$ cat config.mk
export PLATFORM = sky130hd
export DESIGN_NAME = v74x148_serial_encoder
export DESIGN_NICKNAME = d
export VERILOG_FILES = /design/src/rtl/v74x148_pkg.sv /design/src/rtl/v74x148_prio.sv /design/src/rtl/v74x148_serial_encoder.sv
export SDC_FILE = /design/constraint.sdc
export NUM_CORES = 1
export LEC_CHECK = 0
export CAP_MARGIN = 20
export CORE_ASPECT_RATIO = 2
export CORE_UTILIZATION = 45
export DETAILED_ROUTE_END_ITERATION = 8
export PLACE_DENSITY = 0.82
export SLEW_MARGIN = 20
export SYNTH_ARGS = -nofsm -noshare
export SYNTH_HDL_FRONTEND = slang
export SYNTH_HIERARCHICAL = 1
export SYNTH_SLANG_ARGS = --single-unit
$ cat constraint.sdc
create_clock -name CLK -period 5.4 [get_ports CLK]
set_clock_uncertainty 0.2 [all_clocks]
set_input_delay 0.54 -clock CLK [delete_from_list [all_inputs] [get_ports CLK]]
set_output_delay 0.54 -clock CLK [all_outputs]
set_load 0.01 [all_outputs]
$ cat src/rtl/v74x148_pkg.sv
// Shared types and constants for the 74x148-style serial priority encoder.
package v74x148_pkg;

  typedef enum logic {
    IDLE = 1'b0,
    EMIT = 1'b1
  } state_e;

  // Code width for an n-input encoder (n a power of two, 2..64).
  function automatic int clog2(input int n);
    int w;
    w = 0;
    for (int i = 0; i < 32; i++) begin
      if ((1 << i) < n) w = i + 1;
    end
    return w;
  endfunction

  // Sliced to W bits by the user; wide enough for the largest supported N.
  localparam logic [63:0] A_L_IDLE_ALL = '1;
  localparam logic        GS_L_IDLE    = 1'b1;
  localparam logic        EO_L_IDLE    = 1'b1;

endpackage

$ cat src/rtl/v74x148_prio.sv
// Combinational priority picker: index, found flag and one-hot of the winning request.
module v74x148_prio #(
  parameter int N             = 8,
  parameter int W             = 3,
  parameter bit PRIORITY_HIGH = 1'b1
) (
  input  logic [N-1:0] req,
  output logic [W-1:0] idx,
  output logic         found,
  output logic [N-1:0] onehot
);

  // The last match in scan order wins, so scan away from the preferred end.
  always_comb begin
    idx    = '0;
    found  = 1'b0;
    onehot = '0;
    if (PRIORITY_HIGH) begin
      for (int i = 0; i < N; i++) begin
        if (req[i]) begin
          idx    = W'(i);
          found  = 1'b1;
          onehot = N'(1) << i;
        end
      end
    end else begin
      for (int i = N - 1; i >= 0; i--) begin
        if (req[i]) begin
          idx    = W'(i);
          found  = 1'b1;
          onehot = N'(1) << i;
        end
      end
    end
  end

endmodule

$ cat src/rtl/v74x148_serial_encoder.sv
// Captures an active-low request vector on LOAD and emits one active-low code per
// accepted GS_L/READY transfer, in priority order; G_L high blocks capture and aborts.
module v74x148_serial_encoder
  import v74x148_pkg::*;
#(
  parameter int N             = 8,
  parameter bit PRIORITY_HIGH = 1'b1,
  localparam int W            = clog2(N)
) (
  input  logic         CLK,
  input  logic         RESET,
  input  logic         G_L,
  input  logic [N-1:0] I_L,
  input  logic         LOAD,
  input  logic         READY,
  output logic [W-1:0] A_L,
  output logic         GS_L,
  output logic         EO_L,
  output logic         BUSY,
  output logic         DONE
);

  localparam logic [W-1:0] A_L_IDLE = A_L_IDLE_ALL[W-1:0];

  state_e         state_q, state_d;
  logic [N-1:0]   pend_q, pend_d;
  logic [W-1:0]   a_l_q, a_l_d;
  logic           gs_l_q, gs_l_d;
  logic           eo_l_q, eo_l_d;
  logic           busy_q, busy_d;
  logic           done_q, done_d;

  logic [N-1:0]   prio_req;
  logic [W-1:0]   prio_idx;
  logic           prio_found;
  logic [N-1:0]   prio_onehot;

  // pend_q holds the requests still owed *after* the code currently on A_L, so a
  // single picker serves both the capture and every accept.
  assign prio_req = (state_q == IDLE) ? ~I_L : pend_q;

  v74x148_prio #(
    .N             (N),
    .W             (W),
    .PRIORITY_HIGH (PRIORITY_HIGH)
  ) u_prio (
    .req    (prio_req),
    .idx    (prio_idx),
    .found  (prio_found),
    .onehot (prio_onehot)
  );

  always_comb begin
    state_d = state_q;
    pend_d  = pend_q;
    a_l_d   = a_l_q;
    gs_l_d  = gs_l_q;
    eo_l_d  = EO_L_IDLE;
    busy_d  = busy_q;
    done_d  = 1'b0;
    unique case (state_q)
      IDLE: begin
        if (LOAD && !G_L) begin
          if (prio_found) begin
            state_d = EMIT;
            pend_d  = prio_req & ~prio_onehot;
            a_l_d   = ~prio_idx;
            gs_l_d  = 1'b0;
            busy_d  = 1'b1;
          end else begin
            pend_d  = '0;
            eo_l_d  = 1'b0;
          end
        end
      end
      EMIT: begin
        if (G_L) begin
          state_d = IDLE;
          pend_d  = '0;
          a_l_d   = A_L_IDLE;
          gs_l_d  = GS_L_IDLE;
          busy_d  = 1'b0;
        end else if (READY) begin
          if (prio_found) begin
            pend_d = pend_q & ~prio_onehot;
            a_l_d  = ~prio_idx;
          end else begin
            state_d = IDLE;
            a_l_d   = A_L_IDLE;
            gs_l_d  = GS_L_IDLE;
            busy_d  = 1'b0;
            done_d  = 1'b1;
          end
        end
      end
      default: state_d = IDLE;
    endcase
  end

  always_ff @(posedge CLK or posedge RESET) begin
    if (RESET) begin
      state_q <= IDLE;
      pend_q  <= '0;
      a_l_q   <= A_L_IDLE;
      gs_l_q  <= GS_L_IDLE;
      eo_l_q  <= EO_L_IDLE;
      busy_q  <= 1'b0;
      done_q  <= 1'b0;
    end else begin
      state_q <= state_d;
      pend_q  <= pend_d;
      a_l_q   <= a_l_d;
      gs_l_q  <= gs_l_d;
      eo_l_q  <= eo_l_d;
      busy_q  <= busy_d;
      done_q  <= done_d;
    end
  end

  assign A_L  = a_l_q;
  assign GS_L = gs_l_q;
  assign EO_L = eo_l_q;
  assign BUSY = busy_q;
  assign DONE = done_q;

endmodule

# After elaboration in Yosys (flattened, before gate mapping)
# Cells that the tools add are included.
# word_totals
register_bits,45
inputBits,13
out_inout_bits,36
wordCells,82
# classes
n_eq_ne,5
muxes,59
bitwise,6
reduce_logical,5
# ops
operator,n
$mux W32,5
$pmux W32 S2,1
$mux W8,7
$not A32 Y32,1
$mux W1,30
$and A8 B8 Y8,2
$not A8 Y8,2
$pmux W8 S2,1
$mux W3,5
$mux W7,1
$mux W2,3
$mux W6,1
$ne A3 B3 Y1 const B,2
$pmux W1 S2,3
$reduce_and A3 Y1,2
$mux W5,1
$mux W4,1
$reduce_and A4 Y1,1
$ne A3 B2 Y1 const B,1
$ne A2 B1 Y1 const B,1
$ne A2 B2 Y1 const B,1
$logic_and A1 B1 Y1,1
$logic_not A1 Y1,1
$not A1 Y1,1

# Depth between registers and ports, before layout
# Gate-level depths: netlist (run 1).
# depth
word_depth,16
mapped_depth,13
ltp_nobuf,8

# Hierarchy
# Netlist (run 1), hierarchy kept.
# modules_own_cells
module,n_inst,cells_each,area_per_inst_um2,seq_area_each_um2
v74x148_serial_encoder,1,201,2354.8,1168.6
v74x148_prio,1,50,347.8,0.0

# Worst setup path before layout (run 1)
# No wires, ideal clock.
# synth_timing
path_type,reg-to-reg
from,register state_q
to,"register a_l_q[0], in the netlist A_L[0]"
setup_ns,0.082
arrival_ns,2.898
required_ns,5.118
path_slack_ns,2.220
stages_incl_launch_ff,14
path_buffers,5
synth_period_minus_slack_ns,3.180
cell_sequence,dfrtp_1 clkbuf_1 clkbuf_1 nand2_1 o21ai_0 nor4_4 nand2_1 or3_1 buf_4 nor4bb_1 buf_4 o21bai_4 buf_12 mux2_4
# synth_between
elab_cells_between_ends,28
classes_between,eq/ne (3); mux (22); bitwise (2); reduce/logical (1)
# synth_rtl
item,line,source
"start, declared",v74x148_serial_encoder.sv:25,"state_e state_q, state_d;"
"start signal, assigned",v74x148_serial_encoder.sv:110,state_q <= state_d;
$mux W8 (*),v74x148_serial_encoder.sv:40,assign prio_req = (state_q == IDLE) ? ~I_L : pend_q;
net prio_req[5],v74x148_serial_encoder.sv:33,logic [N-1:0] prio_req;
$mux W1 (*) (3 in series),v74x148_prio.sv:20,if (req[i]) begin
net prio_found,v74x148_serial_encoder.sv:35,logic prio_found;
$mux W32,v74x148_serial_encoder.sv:84,if (prio_found) begin
$mux W32,v74x148_serial_encoder.sv:83,end else if (READY) begin
$mux W32,v74x148_serial_encoder.sv:77,if (G_L) begin
$pmux W32 S2,v74x148_serial_encoder.sv:61,unique case (state_q)
"end signal, assigned",v74x148_serial_encoder.sv:112,a_l_q <= a_l_d;
"end, declared",v74x148_serial_encoder.sv:27,"logic [W-1:0] a_l_q, a_l_d;"
# The timed path passes the listed nets; every way through them passes the cells marked *. The select of a mux whose other input is x is not followed.
# A chain may end at the register's enable or synchronous reset.

# Worst setup path in the final report (run 1)
# layout_timing
from,register state_q
to,"register a_l_q[4], in the netlist A_L[4]"
# layout_between
elab_cells_between_ends,18
classes_between,eq/ne (3); mux (13); bitwise (1); reduce/logical (1)
# layout_rtl
item,line
$mux W8 (*),v74x148_serial_encoder.sv:40
net prio_req[7],v74x148_serial_encoder.sv:33
$mux W1 (*),v74x148_prio.sv:20
net prio_found,v74x148_serial_encoder.sv:35
$mux W32,v74x148_serial_encoder.sv:84
$mux W32,v74x148_serial_encoder.sv:83
$mux W32,v74x148_serial_encoder.sv:77
$pmux W32 S2,v74x148_serial_encoder.sv:61
# Marks and branches as above.

==> results of run 1 <==
[stage by stage]
step           cell area [sq um]  setup WS [ps]  std cells
2_1_floorplan               2810           2220        279
3_3_place_gp                3020           1610        345
3_5_place_dp                3050           1530        346
4_1_cts                     3240           1480        354
5_1_grt                     3240           1230        354
6_report                    3240           1450        354
[sequential cells by signal, summed over array words and instances, names as in the netlist]
| signal | flops |
|---|---|
| EO_L | 1 |
| A_L | 32 |
| GS_L | 1 |
| BUSY | 1 |
| state_q | 1 |
| pend_q | 8 |
| DONE | 1 |
[per-layer routing]
metal,wire (um),vias up
li1,-,877
met1,2070,869
met2,2700,40
met3,143,9
met4,131,0
met5,0,-
[worst max path at each step]
stage          startpoint     end  slack, ps  depth (start not counted)
2_1_floorplan     state_q  A_L[0]       2220                         13
6_report          state_q  A_L[4]       1450                         10
3_3_place_gp      state_q  A_L[5]       1610                          9
3_5_place_dp      state_q  A_L[2]       1530                         10
4_1_cts           state_q  A_L[4]       1480                         10
5_1_grt           state_q  A_L[9]       1230                         10
[worst min-delay path, cell delays in order, from the launching register on]
cell,delay [ps]
dfrtp_1,350
a32oi_1,80
o21ai_0,70
[cells in the final DEF, fill, tap and decap left out, types with 2 or more instances in the layout]
cell	n
clkdlybuf4s50_1	48
o21ai_0	44
dfstp_2	34
mux2_4	30
conb_1	29
inv_1	18
nor2_1	15
dfrtp_1	11
nand2_1	10
a32oi_1	8
clkbuf_16	6
and2b_2	3
a21oi_1	3
o21ai_1	3
inv_2	2
nor3_1	2
mux2_2	2
buf_4	2
o31ai_1	2
and2_1	2
[cell type report]
| cell class | count | area, sq um | share of cell area |
|---|---|---|---|
| Sequential cell | 45 | 1170 | 0.361 |
| Multi-Input combinational cell | 168 | 1200 | 0.372 |
| Tap cell | 61 | 76.3 | 0.0236 |
| Clock inverter | 2 | 35.0 | 0.0108 |
| Inverter | 21 | 78.8 | 0.0244 |
| Timing Repair Buffer | 51 | 523 | 0.162 |
| Clock buffer | 6 | 150 | 0.0464 |
[cells by family (layout without fill, tap and decap cells)]
group | count (synthesis) | in the layout
mux | 33 | 33
buf+inv | 66 | 80
simple gates | 40 | 40
flops | 45 | 45
compound gates | 66 | 66
other cells | 1 | 29
[power by group]
group	internal, W	switching [W]	total, W
combinational	0.000198	0.000132	0.000331
clock	0.000246	0.000128	0.000374
sequential	0.000438	0.0000442	0.000483
==> flow_summary.ini, run 1 <==
[run_status]
outcome = finished with violations
violations = design-rule violations

[drt]
drt_iter0_markers = 34
drt_wl_total_um = 5040
post-route-drc-count = 2
antenna_violating_nets_post_route = 0
vias_per_cell = 5.07
dr_total_vias = 1795
drt-pass1-iter-count = 6
wl_per_cell_um = 14.2

[min_path]
worst_hold_startpoint = pend_q[7]
timing.hold.worst_path_depth = 2
holdPathEnd = pend_q[7]
worst_hold_path_type = flip-flop to flip-flop

[cells_and_area]
final_util = 0.562
design.final.nets = 305
num-fill-cells = 495
area_delta_synth_final_pct = 19.8
drive_gt1_frac = 0.290
antenna_cells = 0

[clock_network]
cts.htree.levels = 2
tritoncts.num_buffers = 5
clock_path_buffers = 2
worst_skew_pair.late_latency_ps = 280
tritoncts = yes
cts.hold.buffers_added = 0
clk_root_buffer_cell = clkbuf_16
post_cts.repair.setup_buffers = 0
number_of_gates_given_a_new_drive_strength_after_cts = 0
cts_num_sinks = 45
clkTransAtPathRegs_ps = 60

[worst_setup_path]
worst_r2r_end = A_L[4]
timing.reg2reg.worst_path_depth = 10
critPathKind = flip-flop to flip-flop
worstPathCellList = inv_2 > mux2i_1 > nor4_4 > nand2_1 > or3_1 > nor4bb_1 > buf_4 > o21bai_4 > buf_16 > mux2_4
critical_path_required_ps = 5410
worst-path-buf-inv = 3
critPathArrivalTime_ps = 3960
worstSetupEndpointType = flip-flop
critPathMaxStageDelay_ps = 700
critical-path-slowest-cell = dfrtp_1
reg2reg_from = state_q
path_max_fanout = 35
path_delay_family = simple AND/OR/NAND/NOR gates
ff_to_ff_setup_slack_ps = 1450
critical_path.startpoint_type = flip-flop

[global_routing]
groute.layer.met1.usage = 0.211
globalRouteMet3Util = 0.0244
first_global_vias = 1673
globalRouteTotalUtil = 0.171
global_route_wire_length_before_repair_um = 8450
grt_start_max_net_pins = 46
remaining_overflow_grt = 0
use_met2 = 0.295
global_route.peak_usage_layer = met2
grt_antenna_before_repair = 0

[timing]
setup_viol_count_final = 0
final.min_clock_period_ps = 3950
fin_tns_setup_ps = 0
drv_slew = 0
grt_setup_unrepaired = false
tightest_slew_ps = 716
hold_viol_final = 0
timing.max_slew.rel_slack = 0.518
top_achievable_clock_speed_mhz = 253
worst_hold_slack_ps = 333
period_share = 0.731

[yosys]
synth.cells.most_frequent = o21ai_0 (44), dfstp_2 (34), buf_4 (33)
synth_top_family_by_area = multiplexers
synthXorXnorAreaFrac = 0
avgSynthCellArea_sq_um = 10.8
dominant_synthesized_flop_cell = dfstp_2
synth_top_cells_by_area = dfstp_2 (33%), mux2_4 (17%), dfrtp_1 (10%), buf_4 (9.2%), o21ai_0 (8.1%)
ys_async_sr_fraction = 1.00
mappedNetlistArea_sq_um = 2700
synth.mux.area_fraction = 0.179
synth_top_area_frac = 0.331
synth_seq_area_share = 0.432
post_synth_num_cell_types = 38
synth_top_area_cell = dfstp_2
post_synth_fa_ha_maj_area_fraction = 0
synth_compound_gate_area_share = 0.147
synth_simple_gate_area_frac = 0.0796
synth_edf_count = 0
synth.yosys.warnings = 6
synth_seq_cells = 45
postSynthCellCount = 251
synth_most_common_cell = o21ai_0

[floorplan]
fp.dieH_um = 112
rows = 39
initial_core_util = 0.469
chipWidth_um = 56.8
floorplan.die_area_sq_um = 6340
boundaryPins = 49
floorplan.core_area_sq_um = 5760

[placement]
post-dp-hpwl_um = 3520
port_buffers = 48
place_congestion = 0.927

[power_and_ir_drop]
leakage_power_summed_over_all_cells_nw = 1.36
worst_vdd_ir_mv = 0.176
power.total_w = 0.00119
pwr_density_cell_nw_per_um2 = 367

[job]
maxCapViolations = 0
Note: power is estimated with default switching activity, not from simulation.
==> run 2: changes to the inputs <==
--- a/config.mk
+++ b/config.mk
@@ -9,7 +9,7 @@
 export CORE_ASPECT_RATIO = 2
 export CORE_UTILIZATION = 45
 export DETAILED_ROUTE_END_ITERATION = 8
-export PLACE_DENSITY = 0.82
+export PLACE_DENSITY = 0.85
 export SLEW_MARGIN = 20
 export SYNTH_ARGS = -nofsm -noshare
 export SYNTH_HDL_FRONTEND = slang
==> constraint.sdc (replaced) <==
create_clock -name CLK -period 3.2 [get_ports CLK]
set_clock_uncertainty 0.2 [all_clocks]
set_input_delay 0.32 -clock CLK [delete_from_list [all_inputs] [get_ports CLK]]
set_output_delay 0.32 -clock CLK [all_outputs]
set_load 0.01 [all_outputs]
==> flow_summary.ini, run 2 (synthesis results as in run 1) <==
[run_status]
outcome = finished with violations
violations = design-rule violations

[clock_network]
post_cts.repair.setup_buffers = 0
cts.htree.levels = 2
cts_num_sinks = 45
clkTransAtPathRegs_ps = 60
number_of_gates_given_a_new_drive_strength_after_cts = 0
tritoncts.num_buffers = 5
worst_skew_pair.late_latency_ps = 280
cts.hold.buffers_added = 0
clk_root_buffer_cell = clkbuf_16
tritoncts = yes
clock_path_buffers = 2

[global_routing]
global_route_wire_length_before_repair_um = 8560
grt_start_max_net_pins = 35
globalRouteTotalUtil = 0.172
grt_antenna_before_repair = 0
remaining_overflow_grt = 0
first_global_vias = 1841

[drt]
post-route-drc-count = 6
dr_total_vias = 1828
drt-pass1-iter-count = 6
vias_per_cell = 5.06
drt_wl_total_um = 5070
wl_per_cell_um = 14.0
drt_iter0_markers = 45
antenna_violating_nets_post_route = 0

[cells_and_area]
area_delta_synth_final_pct = 21.1
layoutNonFillerInstCount = 361
most_common_cell_after_layout_fill_and_taps_aside = clkdlybuf4s50_1
design.final.nets = 312
largest_reg_flops = 32
drive_gt1_frac = 0.310
most-common-layout-cells = clkdlybuf4s50_1 (48), o21ai_0 (44), dfstp_2 (34)
antenna_cells = 0
final_design_area_no_fill_sq_um = 3270

[timing]
hold_viol_final = 0
fin_tns_setup_ps = 0
postLayoutSetupSlackWorst_ps = 349
grt_setup_unrepaired = false
top_achievable_clock_speed_mhz = 351
tightest_slew_ps = 660
final.min_clock_period_ps = 2850
period_share = 0.891
drv_slew = 0
setup_viol_count_final = 0
timing.max_slew.rel_slack = 0.559

[placement]
place_worst_setup_slack_ps = 194
place_congestion = 0.789
dpl-instance-area_sq_um = 3100
port_buffers = 48
post-dp-hpwl_um = 3700
dp.cells = 353

[power_and_ir_drop]
leakage_power_summed_over_all_cells_nw = 1.39
worst_vdd_ir_mv = 0.391
power.total_w = 0.00198
pwr_density_cell_nw_per_um2 = 605

[worst_setup_path]
path_max_fanout = 29
critical-path-slowest-cell = dfrtp_1
ff_to_ff_setup_slack_ps = 350
worstPathCellList = buf_4 > o21ai_0 > nor2_1 > nand2_1 > or3_1 > nor4bb_1 > o21bai_4 > buf_12 > mux2_4
critPathArrivalTime_ps = 2860
critical_path.startpoint_type = flip-flop
critical_path_required_ps = 3210
critPathKind = flip-flop to flip-flop
worstSetupEndpointType = flip-flop
critPathMaxStageDelay_ps = 510

[floorplan]
boundaryPins = 49
fp.dieH_um = 112
floorplan.core_area_sq_um = 5760
chipWidth_um = 56.8
floorplan.die_area_sq_um = 6340
initial_core_util = 0.469
rows = 39

[min_path]
worst_hold_path_type = input pin to asynchronous set/reset pin

[job]
maxCapViolations = 0
## run 2: cell count changes in the layout (fill, tap and decap cells not counted), sizes merged
| cell | delta |
|---|---|
| buf | +7 |
| clkinv | -2 |
| inv | +2 |
## run 2: layout make-up
type / count / area, sq um
Clock buffer: 6 / 139
Clock inverter: 2 / 36.3
Fill cell: 511 / 2490
Inverter: 21 / 78.8
Multi-Input combinational cell: 168 / 1200
Sequential cell: 45 / 1170
Tap cell: 61 / 76.3
Timing Repair Buffer: 58 / 568
## run 2: final timing paths
check                             start        end  cells past startpoint
worst max-delay path            state_q     A_L[3]                      9
worst min-delay path              RESET  pend_q[6]                      2
worst max register to register  state_q     A_L[3]                      9
worst min register to register     BUSY       BUSY                      1
max in group asynchronous         RESET    A_L[20]                      3
min in group CLK                   BUSY       BUSY                      1
## run 2: through the flow
stage / util / hold slack [ps]
floorplan: - / 270
global placement: 0.538 / 301
detailed placement: 0.538 / 313
CTS: 0.568 / 332
global route: 0.568 / 331
finish: 0.568 / 258
## run 2: worst max-delay path, delay by kind of cell (launching register included)
family                 cells  cell delay [ps]
and+or+nand+nor            4              860
DFF                        1              510
muxes                      1              320
buffers and inverters      2              460
AOI/OAI and AO/OA          2              410
## run 2: routing by layer
| layer | vias up | track usage | part of all wire |
|---|---|---|---|
| li1 | 894 | - | - |
| met1 | 881 | 0.187 | 0.40 |
| met2 | 43 | 0.321 | 0.55 |
| met3 | 10 | 0.0267 | 0.026 |
| met4 | 0 | 0.0732 | 0.023 |
| met5 | - | 0 | 0 |
## run 2: power breakdown
part	total (W)	switching, W	internal [W]	leakage, nW
Sequential	0.000813	0.0000733	0.000740	0.500
Clock	0.000601	0.000211	0.000390	0.0874
Combinational	0.000566	0.000225	0.000341	0.805
Total	0.00198	0.000509	0.00147	1.39
==> run 3: changes to the inputs <==
--- a/config.mk
+++ b/config.mk
@@ -10,7 +10,6 @@
 export CORE_UTILIZATION = 45
 export DETAILED_ROUTE_END_ITERATION = 8
 export PLACE_DENSITY = 0.85
-export SLEW_MARGIN = 20
 export SYNTH_ARGS = -nofsm -noshare
 export SYNTH_HDL_FRONTEND = slang
 export SYNTH_HIERARCHICAL = 1
==> flow_summary.ini, run 3 (synthesis results as in run 1) <==
[run_status]
outcome = finished with violations
violations = design-rule violations

[drt]
vias_per_cell = 5.09
dr_total_vias = 1841
drt-pass1-iter-count = 6
wl_per_cell_um = 14.1
antenna_violating_nets_post_route = 0
post-route-drc-count = 6
drt_iter0_markers = 50
drt_wl_total_um = 5100

[global_routing]
globalRouteTotalUtil = 0.172
remaining_overflow_grt = 0
first_global_vias = 1841
grt_start_max_net_pins = 35
grt_antenna_before_repair = 0
global_route_wire_length_before_repair_um = 8560

[worst_setup_path]
critical_path_required_ps = 3200
critPathMaxStageDelay_ps = 510
path_max_fanout = 29
timing.reg2reg.worst_path_depth = 9
setup.worst_path.end = A_L[3]
critPathArrivalTime_ps = 2860
critical-path-slowest-cell = dfrtp_1
worstSetupEndpointType = flip-flop
critPathKind = flip-flop to flip-flop
ff_to_ff_setup_slack_ps = 340
worstPathCellList = buf_4 > o21ai_0 > nor2_1 > nand2_1 > or3_1 > nor4bb_1 > o21bai_4 > buf_12 > mux2_4
reg2reg_from = state_q
critical_path.startpoint_type = flip-flop
worst_setup_path_startpoint = state_q
worst_r2r_end = A_L[3]

[cells_and_area]
num-fill-cells = 506
most_common_cell_after_layout_fill_and_taps_aside = clkdlybuf4s50_1
multiInputGateArea_sq_um = 1200
final_util = 0.573
drive_gt1_frac = 0.309
largest_reg_flops = 32
final_design_area_no_fill_sq_um = 3300
design.final.nets = 313
layoutNonFillerInstCount = 362
antenna_cells = 0
most-common-layout-cells = clkdlybuf4s50_1 (48), o21ai_0 (44), dfstp_2 (34)
regArea_sq_um = 1170
area_delta_synth_final_pct = 22.1

[clock_network]
cts.hold.buffers_added = 0
clk_root_buffer_cell = clkbuf_16
number_of_gates_given_a_new_drive_strength_after_cts = 0
worst_skew_pair.late_latency_ps = 280
tritoncts.num_buffers = 5
tritoncts = yes
clock_path_buffers = 2
post_cts.repair.setup_buffers = 0
cts.htree.levels = 2
cts_num_sinks = 45
clkTransAtPathRegs_ps = 60

[timing]
grt_setup_unrepaired = false
top_achievable_clock_speed_mhz = 350
drv_slew = 0
fin_tns_setup_ps = 0
final.min_clock_period_ps = 2860
hold_viol_final = 0
setup_viol_count_final = 0
period_share = 0.894
postLayoutSetupSlackWorst_ps = 340
timing.max_slew.rel_slack = 0.583
tightest_slew_ps = 619

[power_and_ir_drop]
pwr_density_cell_nw_per_um2 = 602
leakage_power_summed_over_all_cells_nw = 1.40
worst_vdd_ir_mv = 0.391

[floorplan]
floorplan.die_area_sq_um = 6340
boundaryPins = 49
rows = 39
initial_core_util = 0.469
floorplan.core_area_sq_um = 5760
chipWidth_um = 56.8
fp.dieH_um = 112

[placement]
dp.cells = 353
place_congestion = 0.789
dpl-instance-area_sq_um = 3100
port_buffers = 48
post-dp-hpwl_um = 3700
place_worst_setup_slack_ps = 194

[job]
maxCapViolations = 0

[min_path]
worst_hold_path_type = input pin to asynchronous set/reset pin
run 3: power by group:
part	total [W]	switching [W]	internal (W)
logic	0.000571	0.000227	0.000345
registers	0.000814	0.0000735	0.000740
clock network	0.000600	0.000210	0.000390
run 3: how the worst min path moves through the flow:
| stage | endpoint | slack [ps] | cells after the start |
|---|---|---|---|
| finish | pend_q[2] | 110 | 2 |
| floorplan | DONE | 270 | 2 |
| detailed placement | BUSY | 310 | 1 |
| global route | pend_q[2] | 150 | 2 |
| CTS | pend_q[4] | 330 | 2 |
| global placement | pend_q[7] | 300 | 2 |
run 3: area by class of cell:
type / instances / area share
flip-flops and latches: 45 / 0.354
repair buffers: 59 / 0.181
inverters: 21 / 0.0239
well taps: 61 / 0.0231
multi-input cells: 168 / 0.365
clock buffers: 6 / 0.0421
clock inverters: 2 / 0.0110
run 3: worst max-delay path: cells and delay by family, from the launching register on:
family                 cells  cell delay [ps]
and+or+nand+nor            4              870
DFF                        1              510
muxes                      1              320
AOI/OAI and AO/OA          2              410
buffers and inverters      2              460
run 3: per-layer routing:
layer,vias up,global-route usage,routed length (um)
li1,896,-,-
met4,0,0.0732,125
met2,40,0.321,2790
met3,12,0.0267,132
met1,893,0.187,2050
met5,-,0,0
run 3: stage by stage:
stage,hold WS [ps],power [W]
after floorplan,270,0.00117
after global placement,301,0.00137
after detailed placement,313,0.00139
after CTS,332,0.00200
after global routing,151,0.00208
final,112,0.00198
